$ cat src/rtl/ioddr_pkg.sv
// rtl/ioddr_pkg.sv - shared types and constants for the HyperBus DDR burst sequencer
// Contents: state_e (burst sequencer states), MASK_ALL (both DDR halves masked),
//           word_w() (DDR word width from pad width).
package ioddr_pkg;

  typedef enum logic [2:0] {
    ST_IDLE,
    ST_WRITE,
    ST_TURN,
    ST_LAT,
    ST_READ
  } state_e;

  localparam logic [1:0] MASK_ALL = 2'b11;

  // One DDR word carries a rising-edge half and a falling-edge half.
  function automatic int word_w(input int width);
    return 2 * width;
  endfunction

endpackage

$ cat src/rtl/ioddr_burst_cnt.sv
// rtl/ioddr_burst_cnt.sv - loadable up/down counter with terminal-compare flag
// Ports: clk, rst (async, active high); load/load_val (load has priority over en);
//        en/up (step by one in the chosen direction); cmp (terminal value);
//        hit (count currently equals cmp).
module ioddr_burst_cnt #(
  parameter int W = 8
) (
  input  logic         clk,
  input  logic         rst,
  input  logic         load,
  input  logic [W-1:0] load_val,
  input  logic         en,
  input  logic         up,
  input  logic [W-1:0] cmp,
  output logic         hit
);

  logic [W-1:0] cnt_q, cnt_d;

  always_comb begin
    cnt_d = cnt_q;
    if (load) begin
      cnt_d = load_val;
    end else if (en) begin
      cnt_d = up ? cnt_q + W'(1) : cnt_q - W'(1);
    end
  end

  always_ff @(posedge clk or posedge rst) begin
    if (rst) begin
      cnt_q <= '0;
    end else begin
      cnt_q <= cnt_d;
    end
  end

  // Compare rather than wrap detect, so an all-ones length still gives 2^W steps.
  assign hit = (cnt_q == cmp);

endmodule

$ cat src/rtl/ioddr_burst.sv
// rtl/ioddr_burst.sv - burst sequencer between command/stream handshakes and the DDR I/O primitive
// Ports: cmd_* (burst command, accepted in IDLE); wr_* (write word stream);
//        rd_data/rd_valid (captured read words); ddr_dat_o/ddr_mask_o/ddr_oe (to primitive);
//        ddr_dat_i/ddr_rwds_i (from primitive); busy/underrun/timeout (status).
//        All outputs are registered.
module ioddr_burst
  import ioddr_pkg::*;
#(
  parameter int WIDTH = 8,
  parameter int LEN_W = 8,
  parameter int LAT_W = 4,
  parameter int TURN  = 2,
  parameter int TMO   = 64
) (
  input  logic                 clk,
  input  logic                 rst,
  input  logic                 cmd_valid,
  output logic                 cmd_ready,
  input  logic                 cmd_write,
  input  logic [LEN_W-1:0]     cmd_len,
  input  logic [LAT_W-1:0]     cmd_lat,
  input  logic [2*WIDTH-1:0]   wr_data,
  input  logic [1:0]           wr_mask,
  input  logic                 wr_valid,
  output logic                 wr_ready,
  output logic [2*WIDTH-1:0]   rd_data,
  output logic                 rd_valid,
  output logic [2*WIDTH-1:0]   ddr_dat_o,
  output logic [1:0]           ddr_mask_o,
  output logic                 ddr_oe,
  input  logic [2*WIDTH-1:0]   ddr_dat_i,
  input  logic                 ddr_rwds_i,
  output logic                 busy,
  output logic                 underrun,
  output logic                 timeout
);

  localparam int DW    = word_w(WIDTH);
  localparam int TRN_W = $clog2(TURN + 1);
  localparam int PH_W  = (LAT_W > TRN_W) ? LAT_W : TRN_W;
  localparam int TM_W  = $clog2(TMO + 1);

  state_e             state_q, state_d;
  logic               rd_pend_q, rd_pend_d;
  logic [LEN_W-1:0]   len_q, len_d;
  logic [LAT_W-1:0]   lat_q, lat_d;
  logic               cmd_ready_q, cmd_ready_d;
  logic               wr_ready_q, wr_ready_d;
  logic               busy_q, busy_d;
  logic               oe_q, oe_d;
  logic [DW-1:0]      dat_q, dat_d;
  logic [1:0]         mask_q, mask_d;
  logic [DW-1:0]      rd_data_q, rd_data_d;
  logic               rd_valid_q, rd_valid_d;
  logic               underrun_q, underrun_d;
  logic               timeout_q, timeout_d;

  logic               b_load, b_en, b_hit;
  logic               p_load, p_en, p_hit;
  logic [PH_W-1:0]    p_val;
  logic               t_load, t_en, t_hit;

  // Burst word counter: counts up from 0 to the latched length.
  ioddr_burst_cnt #(.W(LEN_W)) u_burst_cnt (
    .clk(clk), .rst(rst), .load(b_load), .load_val('0), .en(b_en),
    .up(1'b1), .cmp(len_q), .hit(b_hit)
  );

  // Phase counter: counts down through turnaround and read latency.
  ioddr_burst_cnt #(.W(PH_W)) u_phase_cnt (
    .clk(clk), .rst(rst), .load(p_load), .load_val(p_val), .en(p_en),
    .up(1'b0), .cmp('0), .hit(p_hit)
  );

  // Read timer: cycles since READ entry or the last strobed word.
  ioddr_burst_cnt #(.W(TM_W)) u_timer_cnt (
    .clk(clk), .rst(rst), .load(t_load), .load_val('0), .en(t_en),
    .up(1'b1), .cmp(TM_W'(TMO - 1)), .hit(t_hit)
  );

  always_comb begin
    state_d     = state_q;
    rd_pend_d   = rd_pend_q;
    len_d       = len_q;
    lat_d       = lat_q;
    cmd_ready_d = cmd_ready_q;
    wr_ready_d  = wr_ready_q;
    busy_d      = busy_q;
    oe_d        = 1'b0;
    dat_d       = '0;
    mask_d      = 2'b00;
    rd_data_d   = rd_data_q;
    rd_valid_d  = 1'b0;
    underrun_d  = 1'b0;
    timeout_d   = 1'b0;
    b_load      = 1'b0;
    b_en        = 1'b0;
    p_load      = 1'b0;
    p_val       = '0;
    p_en        = 1'b0;
    t_load      = 1'b0;
    t_en        = 1'b0;

    unique case (state_q)
      ST_IDLE: begin
        if (cmd_valid && cmd_ready_q) begin
          len_d       = cmd_len;
          lat_d       = cmd_lat;
          cmd_ready_d = 1'b0;
          busy_d      = 1'b1;
          b_load      = 1'b1;
          if (cmd_write) begin
            state_d    = ST_WRITE;
            wr_ready_d = 1'b1;
          end else begin
            state_d   = ST_TURN;
            rd_pend_d = 1'b1;
            p_load    = 1'b1;
            p_val     = PH_W'(TURN - 1);
          end
        end
      end

      ST_WRITE: begin
        // A word goes on the bus every cycle; a missing one is sent fully masked.
        oe_d = 1'b1;
        b_en = 1'b1;
        if (wr_valid) begin
          dat_d  = wr_data;
          mask_d = wr_mask;
        end else begin
          mask_d     = MASK_ALL;
          underrun_d = 1'b1;
        end
        if (b_hit) begin
          state_d    = ST_TURN;
          wr_ready_d = 1'b0;
          // One extra TURN cycle: the last word is still on the bus during the first one.
          p_load     = 1'b1;
          p_val      = PH_W'(TURN);
        end
      end

      ST_TURN: begin
        if (p_hit) begin
          if (rd_pend_q) begin
            if (lat_q != '0) begin
              state_d = ST_LAT;
              p_load  = 1'b1;
              p_val   = PH_W'(lat_q - LAT_W'(1));
            end else begin
              state_d = ST_READ;
              t_load  = 1'b1;
            end
          end else begin
            state_d     = ST_IDLE;
            cmd_ready_d = 1'b1;
            busy_d      = 1'b0;
          end
        end else begin
          p_en = 1'b1;
        end
      end

      ST_LAT: begin
        if (p_hit) begin
          state_d = ST_READ;
          t_load  = 1'b1;
        end else begin
          p_en = 1'b1;
        end
      end

      ST_READ: begin
        if (ddr_rwds_i) begin
          rd_data_d  = ddr_dat_i;
          rd_valid_d = 1'b1;
          b_en       = 1'b1;
          t_load     = 1'b1;
        end else if (t_hit) begin
          timeout_d = 1'b1;
        end else begin
          t_en = 1'b1;
        end
        // A strobe wins over an expiring timer in the same cycle.
        if ((ddr_rwds_i && b_hit) || (!ddr_rwds_i && t_hit)) begin
          state_d   = ST_TURN;
          rd_pend_d = 1'b0;
          p_load    = 1'b1;
          p_val     = PH_W'(TURN - 1);
        end
      end

      default: begin
        state_d = ST_IDLE;
      end
    endcase
  end

  always_ff @(posedge clk or posedge rst) begin
    if (rst) begin
      state_q     <= ST_IDLE;
      rd_pend_q   <= 1'b0;
      len_q       <= '0;
      lat_q       <= '0;
      cmd_ready_q <= 1'b1;
      wr_ready_q  <= 1'b0;
      busy_q      <= 1'b0;
      oe_q        <= 1'b0;
      dat_q       <= '0;
      mask_q      <= 2'b00;
      rd_data_q   <= '0;
      rd_valid_q  <= 1'b0;
      underrun_q  <= 1'b0;
      timeout_q   <= 1'b0;
    end else begin
      state_q     <= state_d;
      rd_pend_q   <= rd_pend_d;
      len_q       <= len_d;
      lat_q       <= lat_d;
      cmd_ready_q <= cmd_ready_d;
      wr_ready_q  <= wr_ready_d;
      busy_q      <= busy_d;
      oe_q        <= oe_d;
      dat_q       <= dat_d;
      mask_q      <= mask_d;
      rd_data_q   <= rd_data_d;
      rd_valid_q  <= rd_valid_d;
      underrun_q  <= underrun_d;
      timeout_q   <= timeout_d;
    end
  end

  assign cmd_ready  = cmd_ready_q;
  assign wr_ready   = wr_ready_q;
  assign busy       = busy_q;
  assign ddr_oe     = oe_q;
  assign ddr_dat_o  = dat_q;
  assign ddr_mask_o = mask_q;
  assign rd_data    = rd_data_q;
  assign rd_valid   = rd_valid_q;
  assign underrun   = underrun_q;
  assign timeout    = timeout_q;

endmodule

$ cat config.mk
export PLATFORM = sky130hd
export DESIGN_NAME = ioddr_burst
export DESIGN_NICKNAME = d
export VERILOG_FILES = /design/src/rtl/ioddr_pkg.sv /design/src/rtl/ioddr_burst_cnt.sv /design/src/rtl/ioddr_burst.sv
export SDC_FILE = /design/constraint.sdc
export NUM_CORES = 1
export LEC_CHECK = 0
export BUFFER_PORTS_ARGS = -buffer_cell sky130_fd_sc_hd__buf_2
export CAP_MARGIN = 10
export CORE_MARGIN = 5
export CORE_UTILIZATION = 56
export DETAILED_ROUTE_END_ITERATION = 6
export GPL_TIMING_DRIVEN = 0
export MAX_ROUTING_LAYER = met4
export PLACE_DENSITY = 0.85
export REMOVE_ABC_BUFFERS = 1
export SETUP_SLACK_MARGIN = 0.5
export SLEW_MARGIN = 20
export SYNTH_ARGS = -nofsm -noshare
export SYNTH_HDL_FRONTEND = slang
export SYNTH_SLANG_ARGS = --single-unit
$ cat constraint.sdc
create_clock -name clk -period 3.93 [get_ports clk]
set_input_delay 0.786 -clock clk [delete_from_list [all_inputs] [get_ports clk]]
set_output_delay 0.786 -clock clk [all_outputs]
set_load 0.02 [all_outputs]
Yosys cells after proc, flatten, opt, wreduce, memory -nomap -nowiden:

Index checks and enable logic that the tools add are counted.

* register bits after elaboration: 76
* input port bits: 52
* output and inout bits: 41

* add/subtract/negate cells: 4
* eq/ne operators: 14
* mux-type cells: 72
* reductions and logical operators: 21

Operators by type and width (number)
* two-way mux 1 bit: 41
* two-way mux 16 bit: 2
* two-way mux 3 bit: 7
* two-way mux 4 bit: 5
* two-way mux 8 bit: 2
* != test 2 bit, second input constant: 8
* case mux 4 bit (4 select lines): 1
* case mux 3 bit (5 select lines): 1
* two-way mux 7 bit: 2
* AND reduction 4 bit: 3
* nonzero test 2 bit: 6
* case mux 1 bit (2 select lines): 5
* adder 8 x 1 -> 8 bit, second input constant: 1
* equality test 8 bit: 1
* two-way mux 2 bit: 4
* subtractor 4 x 1 -> 4 bit, second input constant: 2
* adder 7 x 1 -> 7 bit, second input constant: 1
* equality test 7 x 6 -> 1 bit, second input constant: 1
* equality test 3 x 2 -> 1 bit, second input constant: 2
* AND reduction 5 bit: 1
* logical NOT 4 bit: 1
* case mux 1 bit (4 select lines): 1
* AND reduction 2 bit: 2
* nonzero test 4 bit: 1
* other kinds (8): 10

Depth between registers and ports, before layout:

* depth after elaboration: 6
* depth in mapped cells: 10
* gate-level depth less buffers: 8

Cells and area by module:

Synthesis repeated with hierarchy kept, for this count alone.

* cell total of the unflattened synthesis: 398
* area, all modules: 4076.4 sq um

Modules (own cells, without submodules)
* ioddr_burst: times used 1, cells each 208, area an instance 2314.7 sq um, seq. area each 1427.6 sq um
* ioddr_burst_cnt at u_burst_cnt: times used 1, cells each 88, area an instance 765.7 sq um, seq. area each 200.2 sq um
* ioddr_burst_cnt at u_timer_cnt: times used 1, cells each 65, area an instance 624.3 sq um, seq. area each 175.2 sq um
* ioddr_burst_cnt at u_phase_cnt: times used 1, cells each 37, area an instance 371.6 sq um, seq. area each 100.1 sq um

Worst setup path after synthesis:

OpenSTA, ideal clock, no wires.

* path type: input to register
* start: input ddr_rwds_i
* end: register u_timer_cnt.cnt_q[4]
* arrival time: 1906 ps
* required time: 3805 ps
* slack: 1900 ps
* stages: 5
* path buffers: 0
* cell sequence: or4b_4 -> a41oi_4 -> nand4_1 -> xor2_1 -> nor2_2

* word-level cells in the longest chain between the ends: 3
* elaborated cells on any way between the ends: 6
* classes of those cells: 5 x mux; 1 x reduce/logical

RTL lines
* start, declared: RTL line ioddr_burst.sv:32 `input logic ddr_rwds_i,`
* two-way mux 1 bit: RTL line ioddr_burst.sv:175 `if (ddr_rwds_i) begin`
* case mux 1 bit (3 select lines) or two-way mux 1 bit (tied branches): RTL line ioddr_burst.sv:104 `unique case (state_q)`
* two-way mux 7 bit or nonzero test 2 bit (tied branches)
* end signal, assigned: RTL line ioddr_burst_cnt.sv:33 `cnt_q <= cnt_d;`
* end, declared: RTL line ioddr_burst_cnt.sv:18 `logic [W-1:0] cnt_q, cnt_d;`

Several ways; a longest one is shown, not always the timed one.
A chain may end at the register's enable or synchronous reset.

Worst setup path after layout:

* start: register u_burst_cnt.cnt_q[2]
* end: register u_phase_cnt.cnt_q[1]

* word-level cells in the longest chain between the ends: 6
* elaborated cells on any way between the ends: 10
* classes of those cells: 1 x eq/ne; 6 x mux; 3 x reduce/logical

RTL lines
* start, declared: RTL line ioddr_burst_cnt.sv:18
* start signal, assigned: RTL line ioddr_burst_cnt.sv:33
* equality test 8 bit *: RTL line ioddr_burst_cnt.sv:38 `assign hit = (cnt_q == cmp);`
* logical AND 1 bit: RTL line ioddr_burst.sv:186 `if ((ddr_rwds_i && b_hit) || (!ddr_rwds_i && t_hit)) begin`
* logical OR 1 bit: RTL line ioddr_burst.sv:186
* two-way mux 1 bit: RTL line ioddr_burst.sv:186
* case mux 1 bit (4 select lines): RTL line ioddr_burst.sv:104
* two-way mux 4 bit or nonzero test 2 bit (tied branches)
* end signal, assigned: RTL line ioddr_burst_cnt.sv:33
* end, declared: RTL line ioddr_burst_cnt.sv:18

Every way passes the cells marked *; elsewhere a longest branch is shown, timed or not.

==> impl_metrics.yaml <==
status:
  status: "complete, no violations"
floorplan:
  coreArea_um2: 5850
  die_height_um: 87.1
  rows: 28
  die_area_um2: 7580
  dieWidth_um: 87.1
  start_util_pct: 56.8
  boundaryPins: 93
power:
  p_seq_share_pct: 60.0
  pwr_density_cell_nw_per_um2: 325
  p_leak_nw: 2.25
  p_sw_share_pct: 22.0
  p_total_mw: 1.30
  p_switching_mw: 0.286
  vdd_drop_max_v: 0.000254
  pwr-share-comb_pct: 3.6
  p_clk_share_pct: 36.4
  p_int_mw: 1.02
setup_path:
  cp_max_fo: 5
  slowest_stage: "nor4_1"
  critPathMaxStageDelay_ns: 0.76
  end_kind: "flip-flop"
  worstReg2RegEnd: "u_phase_cnt.cnt_q[1]"
  cp_top_family: "simple AND/OR/NAND/NOR gates"
  start_kind: "flip-flop"
  ff2ff_path_depth: 5
  path_cells: "xor2_1 > nor4_1 > nand2_1 > o211ai_2 > o32a_1"
  crit_buf_inv: 0
  r2r_slack_ns: 1.73
  critical_path_arrival_ns: 2.47
  rr_startpoint: "u_burst_cnt.cnt_q[2]"
  cp.required_ns: 4.20
  critPathKind: "flip-flop to flip-flop"
timing:
  fin_crit_sh_pct: 56.1
  worst_slew_pin_slew_ns: 0.863
  whs_ns: 0.442
  post-route-min-period_ns: 2.20
  setup_viol: 0
  drv_slew: 0
  max_freq_mhz: 454
  hold_viol_final: 0
  grt_setup_unrepaired: "no"
  slew_headroom_pct: 41.9
  finClkSkew_ns: 0.00923
  tns_ns: 0
clock_network:
  clock_latency_ns: 0.34
  cts_buffer_depth: 2
  cts_buffers: 9
  cts-root-buf: "clkbuf_8"
  hold_buffers: 0
  cts-resized-gates: 0
  tritoncts: "yes"
  clkTransAtPathRegs_ns: 0.08
  cts_num_sinks: 76
  ctsHtreeMaxLevel: 3
  postCtsSetupBuffers: 0
global_routing:
  grt_pass1_vias: 2472
  grt_antenna_before_repair: 0
  grt_pass1_wl_mm: 11.5
  grt_overflow_total: 0
  track_usage_pct: 20.6
  grt_start_max_net_pins: 47
place:
  port_buffers: 92
  routabilityCongestion: 0.788
  dp_hpwl_mm: 5.14
yosys:
  ys_types: 46
  yosys.area_share.xor_xnor_pct: 6.32
  async_reset_ff_share_pct: 100
  synthSimpleGateAreaFrac_pct: 18.4
  synth_cells: 296
  synth_edf_count: 0
  ys_seq_elements: 76
  netlist_area_um2: 3320
  yosysWarnings: 0
  syn-mean-instance-area_um2: 11.2
  synth_top_family_by_area: "simple AND/OR/NAND/NOR gates"
  ys.flop_type: "dfrtp_1"
  yosysSeqAreaShare_pct: 57.2
  synth_fa_ha_area_share_pct: 2.26
  synth-compound-area-share_pct: 6.85
  muxShareOfSynthArea_pct: 5.72
drt:
  ant_nets: 0
  vias: 2414
  route.detailed.drc: 0
  wl_mm: 7.10
  first_pass_iters: 4
  wl_per_cell_um: 15.3
  drt_first_iter_violations: 128
  viasPerCell: 5.19
cells_and_area:
  layout-drive-gt1-share_pct: 31.8
  utilization_pct: 68.5
  fin_nets: 446
  antenna_cells: 0
  area_delta_synth_final_pct: 20.5
worst_hold_path:
  min_path_type: "input port to async pin"
run:
  maxCapViolCount: 0
## flip-flops by register name, summed over array words and instances (netlist names)
signal	cells
busy	1
cmd_ready	1
ddr_dat_o	16
ddr_mask_o	2
ddr_oe	1
lat_q	4
len_q	8
rd_data	16
rd_pend_q	1
rd_valid	1
state_q	3
timeout	1
u_burst_cnt.cnt_q	8
u_phase_cnt.cnt_q	4
u_timer_cnt.cnt_q	7
underrun	1
wr_ready	1
## cell usage in the layout, fill, tap and decap left out, types with 2 or more instances in the layout
| cell | netlist | layout |
|---|---|---|
| a211oi_2 | 2 | 2 |
| a21oi_1 | 11 | 11 |
| a31oi_1 | 2 | 2 |
| and3_1 | 18 | 18 |
| buf_2 | 4 | 92 |
| clkbuf_8 | 0 | 9 |
| clkinv_2 | 0 | 4 |
| dfrtp_1 | 75 | 75 |
| ha_1 | 6 | 6 |
| inv_1 | 9 | 8 |
| inv_2 | 2 | 2 |
| mux2_1 | 16 | 16 |
| nand2_1 | 49 | 49 |
| nand3_1 | 5 | 5 |
| nand4_1 | 5 | 5 |
| nor2_1 | 15 | 15 |
| nor2_2 | 4 | 4 |
| nor3_1 | 5 | 5 |
| nor3b_1 | 2 | 2 |
| nor4_1 | 2 | 2 |
| nor4_4 | 1 | 2 |
| o21ai_1 | 6 | 6 |
| o22ai_1 | 3 | 3 |
| or3_1 | 2 | 2 |
| xnor2_1 | 8 | 8 |
| xor2_1 | 16 | 16 |
## synthesized netlist by cell type (3+ instances only)
master | number | area [um2]
dfrtp_1 | 75 | 1880
buf_2 | 4 | 20.0
nor2_1 | 15 | 56.3
o21ai_1 | 6 | 30.0
a21oi_1 | 11 | 55.1
ha_1 | 6 | 75.1
xor2_1 | 16 | 140
and3_1 | 18 | 113
nand4_1 | 5 | 31.3
nor2_2 | 4 | 25.0
nand2_1 | 49 | 184
o22ai_1 | 3 | 18.8
mux2_1 | 16 | 180
nor3_1 | 5 | 25.0
nand3_1 | 5 | 25.0
xnor2_1 | 8 | 70.1
inv_1 | 9 | 33.8
clkbuf_1 | 7 | 26.3
## power groups by stage
stage / registers [mW] / clock network, mW / logic, mW
5_1_grt: 0.781 / 0.519 / 0.0535
3_5_place_dp: 0.797 / 0 / 0.0476
6_report: 0.782 / 0.475 / 0.0468
3_3_place_gp: 0.797 / 0 / 0.0418
4_1_cts: 0.782 / 0.485 / 0.0481
2_1_floorplan: 0.797 / 0 / 0.0129
## cells by family after synthesis
kind of cell               after synthesis
muxes                                   17
AOI/OAI and AO/OA                       31
adders and majority gates                6
buffers and inverters                   24
DFF                                     76
and+or+nand+nor                        118
xor gates and xnor gates                24
## layer usage
metal  track usage, %  part of all wire, %  up-vias  routed length (um)
met1             23.8                   40     1155                2860
met3             4.54                  3.8       13                 270
met2             34.2                   54       51                3810
met5                -                    0        -                   0
met4             9.49                  2.3        0                 165
li1                 -                    -     1195                   -
## final cells by class
cell class                 count  area, um2
multi-input combinational    196       1320
tap                           75       93.8
timing repair buffer          94        499
inverter                      11       43.8
clock inverter                 4       20.0
clock buffer                   9        124
fill                         442       1840
sequential                    76       1900
## worst reg2reg max path, stage by stage, from the launching register on
cell,delay [ns]
dfrtp_1,0.45
xor2_1,0.18
nor4_1,0.76
nand2_1,0.24
o211ai_2,0.31
o32a_1,0.20
## worst max-delay path by stage
| stage | start | to | depth (start not counted) |
|---|---|---|---|
| 4_1_cts | u_burst_cnt.cnt_q[2] | u_phase_cnt.cnt_q[1] | 5 |
| 3_3_place_gp | rst | ddr_dat_o[7] | 2 |
| 6_report | u_burst_cnt.cnt_q[2] | u_phase_cnt.cnt_q[1] | 5 |
| 2_1_floorplan | rst | busy | 1 |
| 3_5_place_dp | cmd_valid | u_burst_cnt.cnt_q[5] | 6 |
| 5_1_grt | u_burst_cnt.cnt_q[2] | u_phase_cnt.cnt_q[1] | 5 |
## metrics by stage
| stage | std cells | instance area [um2] | setup slack, ns |
|---|---|---|---|
| 4_1_cts | 465 | 4010 | 1.78 |
| 2_1_floorplan | 283 | 3260 | 1.21 |
| 6_report | 465 | 4010 | 1.73 |
| 3_3_place_gp | 450 | 3810 | 0.430 |
| 5_1_grt | 465 | 4010 | 1.56 |
| 3_5_place_dp | 452 | 3860 | 1.62 |
Note: power is estimated with default switching activity, not from simulation.
